**src/rtl/des_pkg.sv**
```systemverilog
// Shared types and constants for the DES CBC/ECB block controller.
package des_pkg;

    localparam int DES_BLK_W  = 64;
    localparam int DES_KEY_W  = 64;
    localparam int DES_ROUNDS = 16;
    localparam int DES_TO_CYC = 32;

    typedef enum logic [1:0] {
        ST_IDLE  = 2'd0,
        ST_START = 2'd1,
        ST_WAIT  = 2'd2,
        ST_OUT   = 2'd3
    } des_state_e;

    // Counter width able to hold the value cyc itself.
    function automatic int tmo_width(input int cyc);
        return $clog2(cyc + 1);
    endfunction

endpackage

```
**src/rtl/des_tmo_cnt.sv**
```systemverilog
// Loadable watchdog counter: clear has priority over load, counting stops at LIMIT.
module des_tmo_cnt #(
    parameter int LIMIT = 32,
    parameter int W     = 6
) (
    input  logic         i_Clk,
    input  logic         i_Rst,
    input  logic         i_Clr,
    input  logic         i_En,
    input  logic         i_Load,
    input  logic [W-1:0] i_LoadVal,
    output logic         o_Exp
);

    logic [W-1:0] cnt_q, cnt_d;

    assign o_Exp = (cnt_q == W'(LIMIT));

    always_comb begin
        cnt_d = cnt_q;
        if (i_Clr)
            cnt_d = '0;
        else if (i_Load)
            cnt_d = i_LoadVal;
        else if (i_En && !o_Exp)
            cnt_d = cnt_q + W'(1);
    end

    always_ff @(posedge i_Clk) begin
        if (i_Rst)
            cnt_q <= '0;
        else
            cnt_q <= cnt_d;
    end

endmodule

```
**src/rtl/des_cbc_ctrl.sv**
```systemverilog
// Block controller wrapping an iterative DES core; CBC chaining when
// DES_CBC_CHAIN_EN is defined, plain ECB otherwise.
module des_cbc_ctrl
    import des_pkg::*;
#(
    parameter int TO_CYC = DES_TO_CYC
) (
    input  logic                 i_Clk,
    input  logic                 i_Rst,
    input  logic                 i_Valid,
    output logic                 o_Ready,
    input  logic [DES_BLK_W-1:0] i_Data,
    input  logic                 i_fDec,
    input  logic                 i_fFirst,
    input  logic [DES_KEY_W-1:0] i_Key,
    input  logic [DES_BLK_W-1:0] i_IV,
    output logic                 o_Valid,
    input  logic                 i_Ready,
    output logic [DES_BLK_W-1:0] o_Data,
    output logic                 o_Err,
    output logic                 o_fStart,
    output logic                 o_fDec,
    output logic [DES_KEY_W-1:0] o_Key,
    output logic [DES_BLK_W-1:0] o_Text,
    input  logic                 i_fDone,
    input  logic [DES_BLK_W-1:0] i_Text
);

    localparam int TMO_W = tmo_width(TO_CYC);

    des_state_e           state_q, state_d;
    logic [DES_BLK_W-1:0] blk_q, blk_d;
    logic [DES_BLK_W-1:0] res_q, res_d;
    logic [DES_KEY_W-1:0] key_q, key_d;
    logic                 dec_q, dec_d;
    logic                 err_q, err_d;
    logic                 tmo_exp;

`ifdef DES_CBC_CHAIN_EN
    logic [DES_BLK_W-1:0] chain_q, chain_d;
`else
    logic unused_iv;
    assign unused_iv = ^i_IV;
`endif

    des_tmo_cnt #(
        .LIMIT (TO_CYC),
        .W     (TMO_W)
    ) u_tmo (
        .i_Clk     (i_Clk),
        .i_Rst     (i_Rst),
        .i_Clr     (state_q == ST_START),
        .i_En      (state_q == ST_WAIT),
        .i_Load    (1'b0),
        .i_LoadVal ('0),
        .o_Exp     (tmo_exp)
    );

    always_ff @(posedge i_Clk) begin
        if (i_Rst) begin
            state_q <= ST_IDLE;
            blk_q   <= '0;
            res_q   <= '0;
            key_q   <= '0;
            dec_q   <= 1'b0;
            err_q   <= 1'b0;
`ifdef DES_CBC_CHAIN_EN
            chain_q <= '0;
`endif
        end else begin
            state_q <= state_d;
            blk_q   <= blk_d;
            res_q   <= res_d;
            key_q   <= key_d;
            dec_q   <= dec_d;
            err_q   <= err_d;
`ifdef DES_CBC_CHAIN_EN
            chain_q <= chain_d;
`endif
        end
    end

    always_comb begin
        state_d = state_q;
        blk_d   = blk_q;
        res_d   = res_q;
        key_d   = key_q;
        dec_d   = dec_q;
        err_d   = err_q;
`ifdef DES_CBC_CHAIN_EN
        chain_d = chain_q;
`endif
        case (state_q)
            ST_IDLE: begin
                if (i_Valid) begin
                    blk_d   = i_Data;
                    dec_d   = i_fDec;
                    state_d = ST_START;
                    if (i_fFirst) begin
                        key_d = i_Key;
`ifdef DES_CBC_CHAIN_EN
                        chain_d = i_IV;
`endif
                    end
                end
            end
            ST_START: state_d = ST_WAIT;
            ST_WAIT: begin
                // A done pulse arriving in the expiry cycle still wins.
                if (i_fDone) begin
`ifdef DES_CBC_CHAIN_EN
                    res_d   = dec_q ? (i_Text ^ chain_q) : i_Text;
                    chain_d = dec_q ? blk_q : i_Text;
`else
                    res_d   = i_Text;
`endif
                    state_d = ST_OUT;
                end else if (tmo_exp) begin
                    err_d   = 1'b1;
                    state_d = ST_IDLE;
                end
            end
            ST_OUT: begin
                if (i_Ready)
                    state_d = ST_IDLE;
            end
            default: state_d = ST_IDLE;
        endcase
    end

    always_comb begin
        o_Ready  = (state_q == ST_IDLE) && !i_Rst;
        o_Valid  = 1'b0;
        o_Data   = '0;
        o_fStart = 1'b0;
        o_fDec   = 1'b0;
        o_Key    = '0;
        o_Text   = '0;
        // The timeout shows up in the expiry cycle itself, before the state drops to IDLE.
        o_Err    = err_q || ((state_q == ST_WAIT) && tmo_exp && !i_fDone);
        if (state_q == ST_START || state_q == ST_WAIT) begin
            o_fStart = (state_q == ST_START);
            o_fDec   = dec_q;
            o_Key    = key_q;
`ifdef DES_CBC_CHAIN_EN
            o_Text   = dec_q ? blk_q : (blk_q ^ chain_q);
`else
            o_Text   = blk_q;
`endif
        end
        if (state_q == ST_OUT) begin
            o_Valid = 1'b1;
            o_Data  = res_q;
        end
    end

endmodule

```
**config.mk**
```make
export PLATFORM = sky130hd
export DESIGN_NAME = des_cbc_ctrl
export DESIGN_NICKNAME = d
export VERILOG_FILES = /design/src/rtl/des_pkg.sv /design/src/rtl/des_tmo_cnt.sv /design/src/rtl/des_cbc_ctrl.sv
export SDC_FILE = /design/constraint.sdc
export NUM_CORES = 1
export LEC_CHECK = 0
export BUFFER_PORTS_ARGS = -buffer_cell sky130_fd_sc_hd__buf_2
export CORE_AREA = 2 2 181 183
export CTS_CLUSTER_SIZE = 30
export DETAILED_ROUTE_END_ITERATION = 6
export DIE_AREA = 0 0 183 185
export GPL_TIMING_DRIVEN = 0
export SETUP_SLACK_MARGIN = 0.4
export SYNTH_ARGS = -nofsm -noshare
export SYNTH_HDL_FRONTEND = slang
export SYNTH_SLANG_ARGS = --single-unit
```
**constraint.sdc**
```tcl
create_clock -name i_Clk -period 2.8 [get_ports i_Clk]
set_input_delay 0.56 -clock i_Clk [delete_from_list [all_inputs] [get_ports i_Clk]]
set_output_delay 0.56 -clock i_Clk [all_outputs]
set_load 0.02 [all_outputs]
```
==> impl_metrics.env, run 1 <==
export IMPL_status="complete, no violations"
export IMPL_ios=460
export IMPL_holdPathStages=3
export IMPL_tritoncts="built"
export IMPL_route_detailed_drc=0
export IMPL_critPathTopFamily="buffers and inverters"
export IMPL_row_count=66
export IMPL_fin_crit_ns=2.48
export IMPL_clock_skew_final_ns=0.0103
export IMPL_die_h_um=185
export IMPL_grt_start_max_net_pins=14
export IMPL_vias=8884
export IMPL_clk_path_buf_depth=3
export IMPL_fmax_mhz=403
export IMPL_cp_cell_sequence="inv_4 -> ha_4 -> clkbuf_16 -> clkbuf_16 -> and2_4 -> buf_6"
export IMPL_cts_root_buf="clkbuf_16"
export IMPL_synthCells=1112
export IMPL_hold_viol=0
export IMPL_firstDrtPassIters=4
export IMPL_synth_top_family_by_area="simple AND/OR/NAND/NOR gates"
export IMPL_setup_tns_ns=0
export IMPL_worst_setup_path_type="flop to output port"
export IMPL_reg2reg_depth=7
export IMPL_synthAdderAreaFrac_pct=1.04
export IMPL_coreArea_um2=32000
export IMPL_layout_drive_gt1_share_pct=39.2
export IMPL_synthFlopType="dfxtp_1"
export IMPL_slew_violations=0
export IMPL_synthTopCellsByCount="nand2_1, dfxtp_1, and2_1"
export IMPL_synth_mux_area_share_pct=0.119
export IMPL_syn_area_um2=8400
export IMPL_slowest_stage="dfxtp_4"
export IMPL_grt_use_total_pct=17.7
export IMPL_htree_levels=1
export IMPL_grt_ovfl_total=0
export IMPL_multiInputGateArea_um2=4260
export IMPL_routabilityCongestion=0.806
export IMPL_avgViaCountPerCell=4.49
export IMPL_seq_area_frac_synth_pct=48.1
export IMPL_grt_pass1_vias=8681
export IMPL_synth_nets=1382
export IMPL_p_leak_uw=0.00594
export IMPL_die_width_um=183
export IMPL_critical_path_depth=6
export IMPL_synthXorXnorAreaFrac_pct=0.521
export IMPL_wire_per_inst_um=16.0
export IMPL_clkTransAtPathRegs_ns=0.06
export IMPL_critical_path_arrival_ns=1.92
export IMPL_nNetsFinal=1820
export IMPL_yosys_area_share_simple_pct=33.2
export IMPL_syn_area_per_cell_um2=7.56
export IMPL_fillers=3247
export IMPL_areaGrowthSynthToFinish_pct=58.9
export IMPL_cp_num_buf_inv=4
export IMPL_cp_common_cell="clkbuf_16"
export IMPL_ant_nets=0
export IMPL_period_share_pct=88.7
export IMPL_rsz0062_at_grt="true"
export IMPL_ys_seq_elements=202
export IMPL_port_buffers=394
export IMPL_drtIter0Drc=272
export IMPL_cp_max_fo=6
export IMPL_place_area_um2=10900
export IMPL_synth_top_area_share_pct=48.1
export IMPL_setup_violations=0
export IMPL_endpoint_kind="output port"
export IMPL_yosysUniqueCellTypes=30
export IMPL_ys_top_cells_by_area="dfxtp_1, nand2_1, and2_1, a21oi_1, clkbuf_1"
export IMPL_grt_antenna_before_repair=5
export IMPL_ir_drop_mv=0.424
export IMPL_synth_edff_count=0
export IMPL_seqCellArea_um2=4050
export IMPL_synth_compound_area_share_pct=12.5
export IMPL_worstMarginPinSlew_ns=0.693
export IMPL_hpwl_um=22700
export IMPL_worstPathRequired_ns=2.24
export IMPL_finalInstanceArea_um2=13400
export IMPL_yosys_area_top_type="dfxtp_1"
export IMPL_dieArea_um2=33900
export IMPL_cap_violations=0
export IMPL_yosys_warnings=0
export IMPL_relSlewSlack_pct=53.8
export IMPL_slowest_delay_ns=0.38
export IMPL_synth_most_common_cell="nand2_1"
export IMPL_cp_start_kind="flop"
export IMPL_fin_hold_ws_ns=0.263
export IMPL_p_per_area_nw_per_um2=882
export IMPL_grt_pass1_wl_um=47300
export IMPL_clock_sinks=202
export IMPL_wl_um=31600
export IMPL_async_flop_share_pct=0
export IMPL_cts_buffers=24
export IMPL_holdCritPathClass="input port to flop"
export IMPL_initial_utilization_pct=26.2
export IMPL_clk_latency_ns=0.52
cells by family (layout without fill, tap and decap cells):
logic type / after synthesis / in the layout
DFF: 202 / 202
buffers and inverters: 91 / 547
other: 0 / 3
and+or+nand+nor: 604 / 604
AOI/OAI and AO/OA: 202 / 202
xor gates and xnor gates: 5 / 5
adders and majority gates: 7 / 7
muxes: 1 / 1
flip-flops by register name (all words and copies together) (netlist names):
name         cells
blk_q           64
key_q           64
res_q           64
u_tmo.cnt_q      6
state_q          2
dec_q            1
err_q            1
stage by stage:
step	setup WS [ns]	utilization (%)	power, µW	std cells
final	0.316	41.7	11800	1979
after global routing	0.237	41.7	12400	1978
after CTS	0.271	41.2	11700	1973
after detailed placement	-0.0562	34.0	6310	1914
after global placement	-0.0212	34.0	6270	1914
after floorplan	0.758	-	5210	1112
report_power, final:
group	total [µW]	internal, µW	switching [µW]
registers	3440	3250	188
logic	4740	2340	2400
clock network	3600	2290	1310
total	11800	7880	3900
cell type report:
| cell class | count | area share, % |
|---|---|---|
| Tap cell | 408 | 3.82 |
| Inverter | 6 | 0.206 |
| Buffer | 85 | 4.81 |
| Sequential cell | 202 | 30.4 |
| Timing Repair Buffer | 412 | 22.0 |
| Clock buffer | 32 | 5.18 |
| Multi-Input combinational cell | 819 | 31.9 |
| Antenna cell | 3 | 0.0562 |
| Clock inverter | 12 | 1.64 |
final timing paths:
path                           startpoint                endpoint  slack [ns]
setup / recovery  state_q[0]$_SDFFE_PP0P_               o_Key[40]        0.32
hold / removal                 i_Data[13]  blk_q[13]$_SDFFE_PP0P_        0.26
setup reg to reg  state_q[0]$_SDFFE_PP0P_  key_q[58]$_SDFFE_PP0P_        0.75
hold reg to reg    res_q[14]$_SDFFE_PP0P_  res_q[14]$_SDFFE_PP0P_        0.45
per-layer routing:
metal | global-route usage [%] | vias to the layer above | wire [µm]
li1 | - | 4396 | -
met1 | 21.4 | 4123 | 13300
met2 | 30.8 | 291 | 15300
met3 | 4.19 | 68 | 2010
met4 | 6.37 | 6 | 1050
met5 | 0 | - | 41
worst reg2reg max path: cells and delay by family (launching register included):
family / cells / cell delay [ns]
buffers and inverters: 2 / 0.51
adders and majority gates: 1 / 0.17
AOI/OAI and AO/OA: 1 / 0.15
and+or+nand+nor: 3 / 0.76
DFF: 1 / 0.38
placed cells by master, fill, tap and decap left out, types with 3 or more instances in the layout:
master / netlist / final
nand2_1: 390 / 390
buf_2: 24 / 295
dfxtp_1: 202 / 199
a21oi_1: 194 / 194
buf_6: 0 / 108
and2_4: 0 / 98
and2_1: 195 / 97
clkbuf_1: 58 / 40
clkbuf_16: 0 / 39
buf_4: 0 / 22
nor2_1: 8 / 8
buf_8: 0 / 7
clkbuf_8: 0 / 7
clkbuf_4: 0 / 7
bufinv_16: 0 / 6
xor2_1: 4 / 4
ha_1: 7 / 4
diode_2: 0 / 3
inv_1: 6 / 3
buf_1: 3 / 3
clkinv_2: 0 / 3
repair_timing:
item,in CTS,in global routing
cloned,9,1
setup endpoints to repair,194,190
gates resized for setup,383,47
setup buffers,6,2
pin swaps,68,17
hold buffers,0,0
Note: power is estimated with default switching activity, not from simulation.
==> inputs of run 2 (changes only) <==
Clock period 2.8 ns to 2.9 ns, I/O delays scaled along.
==> impl_metrics.env, run 2 (synthesis gave the netlist of run 1 again) <==
export IMPL_critical_path_startpoint="state_q[1]$_SDFFE_PP0P_"
export IMPL_cts_root_buf="clkbuf_16"
export IMPL_rsz0062_at_grt="true"
export IMPL_r2r_start="state_q[1]$_SDFFE_PP0P_"
export IMPL_nNetsFinal=1820
export IMPL_hold_viol=0
export IMPL_die_h_um=185
export IMPL_avgViaCountPerCell=4.49
export IMPL_top_regs="blk_q: 64 flops, key_q: 64 flops, res_q: 64 flops"
export IMPL_fmax_mhz=402
export IMPL_layout_drive_gt1_share_pct=37.9
export IMPL_wire_per_inst_um=15.9
export IMPL_htree_levels=1
export IMPL_rrSetupSlack_ns=0.86
export IMPL_hpwl_um=22700
export IMPL_die_width_um=183
export IMPL_dieArea_um2=33900
export IMPL_ant_nets=0
export IMPL_worst_setup_path_type="flop to output port"
export IMPL_setup_tns_ns=0
export IMPL_critical_path_arrival_ns=1.91
export IMPL_clock_skew_final_ns=0.0116
export IMPL_cts_hold_fix_buffers=0
export IMPL_p_per_area_nw_per_um2=850
export IMPL_cp_start_kind="flop"
export IMPL_grt_antenna_before_repair=4
export IMPL_status="complete, no violations"
export IMPL_wl_um=31400
export IMPL_cap_violations=0
export IMPL_setup_violations=0
export IMPL_endpoint_kind="output port"
export IMPL_ir_drop_mv=0.420
export IMPL_initial_utilization_pct=26.2
export IMPL_tritoncts="built"
export IMPL_firstDrtPassIters=4
export IMPL_drtIter0Drc=284
export IMPL_worstMarginPinSlew_ns=0.719
export IMPL_period_share_pct=85.9
export IMPL_final_common_cell="nand2_1"
export IMPL_worstPathRequired_ns=2.32
export IMPL_fin_crit_ns=2.49
export IMPL_clk_path_buf_depth=3
export IMPL_finalInstanceArea_um2=13200
export IMPL_grt_use_total_pct=17.2
export IMPL_clk_latency_ns=0.53
export IMPL_cp_max_fo=6
export IMPL_cts_buffers=24
export IMPL_p_leak_uw=0.00589
export IMPL_vias=8874
export IMPL_holdCritPathClass="input port to flop"
export IMPL_grt_pass1_vias=8544
export IMPL_crit_end="o_Key[40]"
export IMPL_reg2reg_to="key_q[58]$_SDFFE_PP0P_"
export IMPL_slew_violations=0
export IMPL_row_count=66
export IMPL_route_detailed_drc=0
export IMPL_clock_sinks=202
export IMPL_mostFrequentLayoutCells="nand2_1, buf_2, dfxtp_1, a21oi_1, and2_1"
export IMPL_reg2reg_depth=7
export IMPL_routabilityCongestion=0.806
export IMPL_coreArea_um2=32000
export IMPL_clkTransAtPathRegs_ns=0.06
export IMPL_grt_ovfl_total=0
export IMPL_port_buffers=394
export IMPL_place_area_um2=10900
export IMPL_grt_pass1_wl_um=46300
export IMPL_relSlewSlack_pct=52.0
export IMPL_ios=460
export IMPL_grt_start_max_net_pins=14
export IMPL_areaGrowthSynthToFinish_pct=57.0
## run 2: cell count changes in the layout (fill, tap and decap cells not counted), moves of 2 or more
cell | previous run | this run
clkbuf_4 | 7 | 3
and2_4 | 98 | 80
and2_1 | 97 | 115
buf_4 | 22 | 34
clkbuf_2 | 0 | 2
buf_2 | 295 | 299
clkbuf_16 | 39 | 37
buf_6 | 108 | 97
## run 2: power breakdown
part	switching (µW)	internal [µW]	total, µW
Sequential	176	3140	3310
Clock	1260	2210	3470
Combinational	2270	2150	4420
## run 2: worst min path at each step
stage	slack, ns	depth (start not counted)	startpoint	endpoint
after global placement	0.44	2	blk_q[3]$_SDFFE_PP0P_	blk_q[3]$_SDFFE_PP0P_
after detailed placement	0.44	2	res_q[49]$_SDFFE_PP0P_	res_q[49]$_SDFFE_PP0P_
after floorplan	0.43	2	blk_q[0]$_SDFFE_PP0P_	blk_q[0]$_SDFFE_PP0P_
final	0.28	3	i_Data[13]	blk_q[13]$_SDFFE_PP0P_
after global routing	0.28	3	i_Text[8]	res_q[8]$_SDFFE_PP0P_
after CTS	0.26	3	i_Data[14]	blk_q[14]$_SDFFE_PP0P_
## run 2: cell type report
cell class	instances	area [µm²]
plain buffers	85	634
diodes	2	5.00
inverters	6	27.5
flip-flops and latches	202	4050
fillers	3270	18800
repair buffers	412	2840
clock buffers	32	692
well taps	408	510
multi-input cells	819	4210
clock inverters	12	219
## run 2: what timing repair did
action | in CTS | in global routing
gates resized for setup | 272 | 114
gates cloned | 5 | 7
pin swaps | 18 | 42
buffers inserted | 5 | 1
setup endpoints to repair | 193 | 190
## run 2: per-stage QoR
step	hold WS [ns]	total power (µW)	std cells	util [%]	worst slack, ns
floorplan	0.432	5030	1112	-	0.838
finish	0.283	11200	1978	41.2	0.410
CTS	0.264	10900	1968	39.9	0.337
global route	0.276	11800	1977	41.2	0.310
global placement	0.437	6060	1914	34.0	0.0588
detailed placement	0.443	6090	1914	34.0	0.0238
## run 2: worst max-delay path, cell delays in order, from the launching register on
cell       delay, ns
dfxtp_4         0.38
inv_4           0.04
ha_4            0.34
clkbuf_16       0.20
clkbuf_16       0.15
and2_4          0.15
buf_6           0.11
## run 2: per-layer routing
layer  track usage (%)  up-vias  part of all wire, %
met1              20.8     4124                   42
met5                 0        -                 0.13
met2              29.7      282                   48
met4              6.34        6                  3.5
li1                  -     4390                    -
met3              4.23       72                  6.4
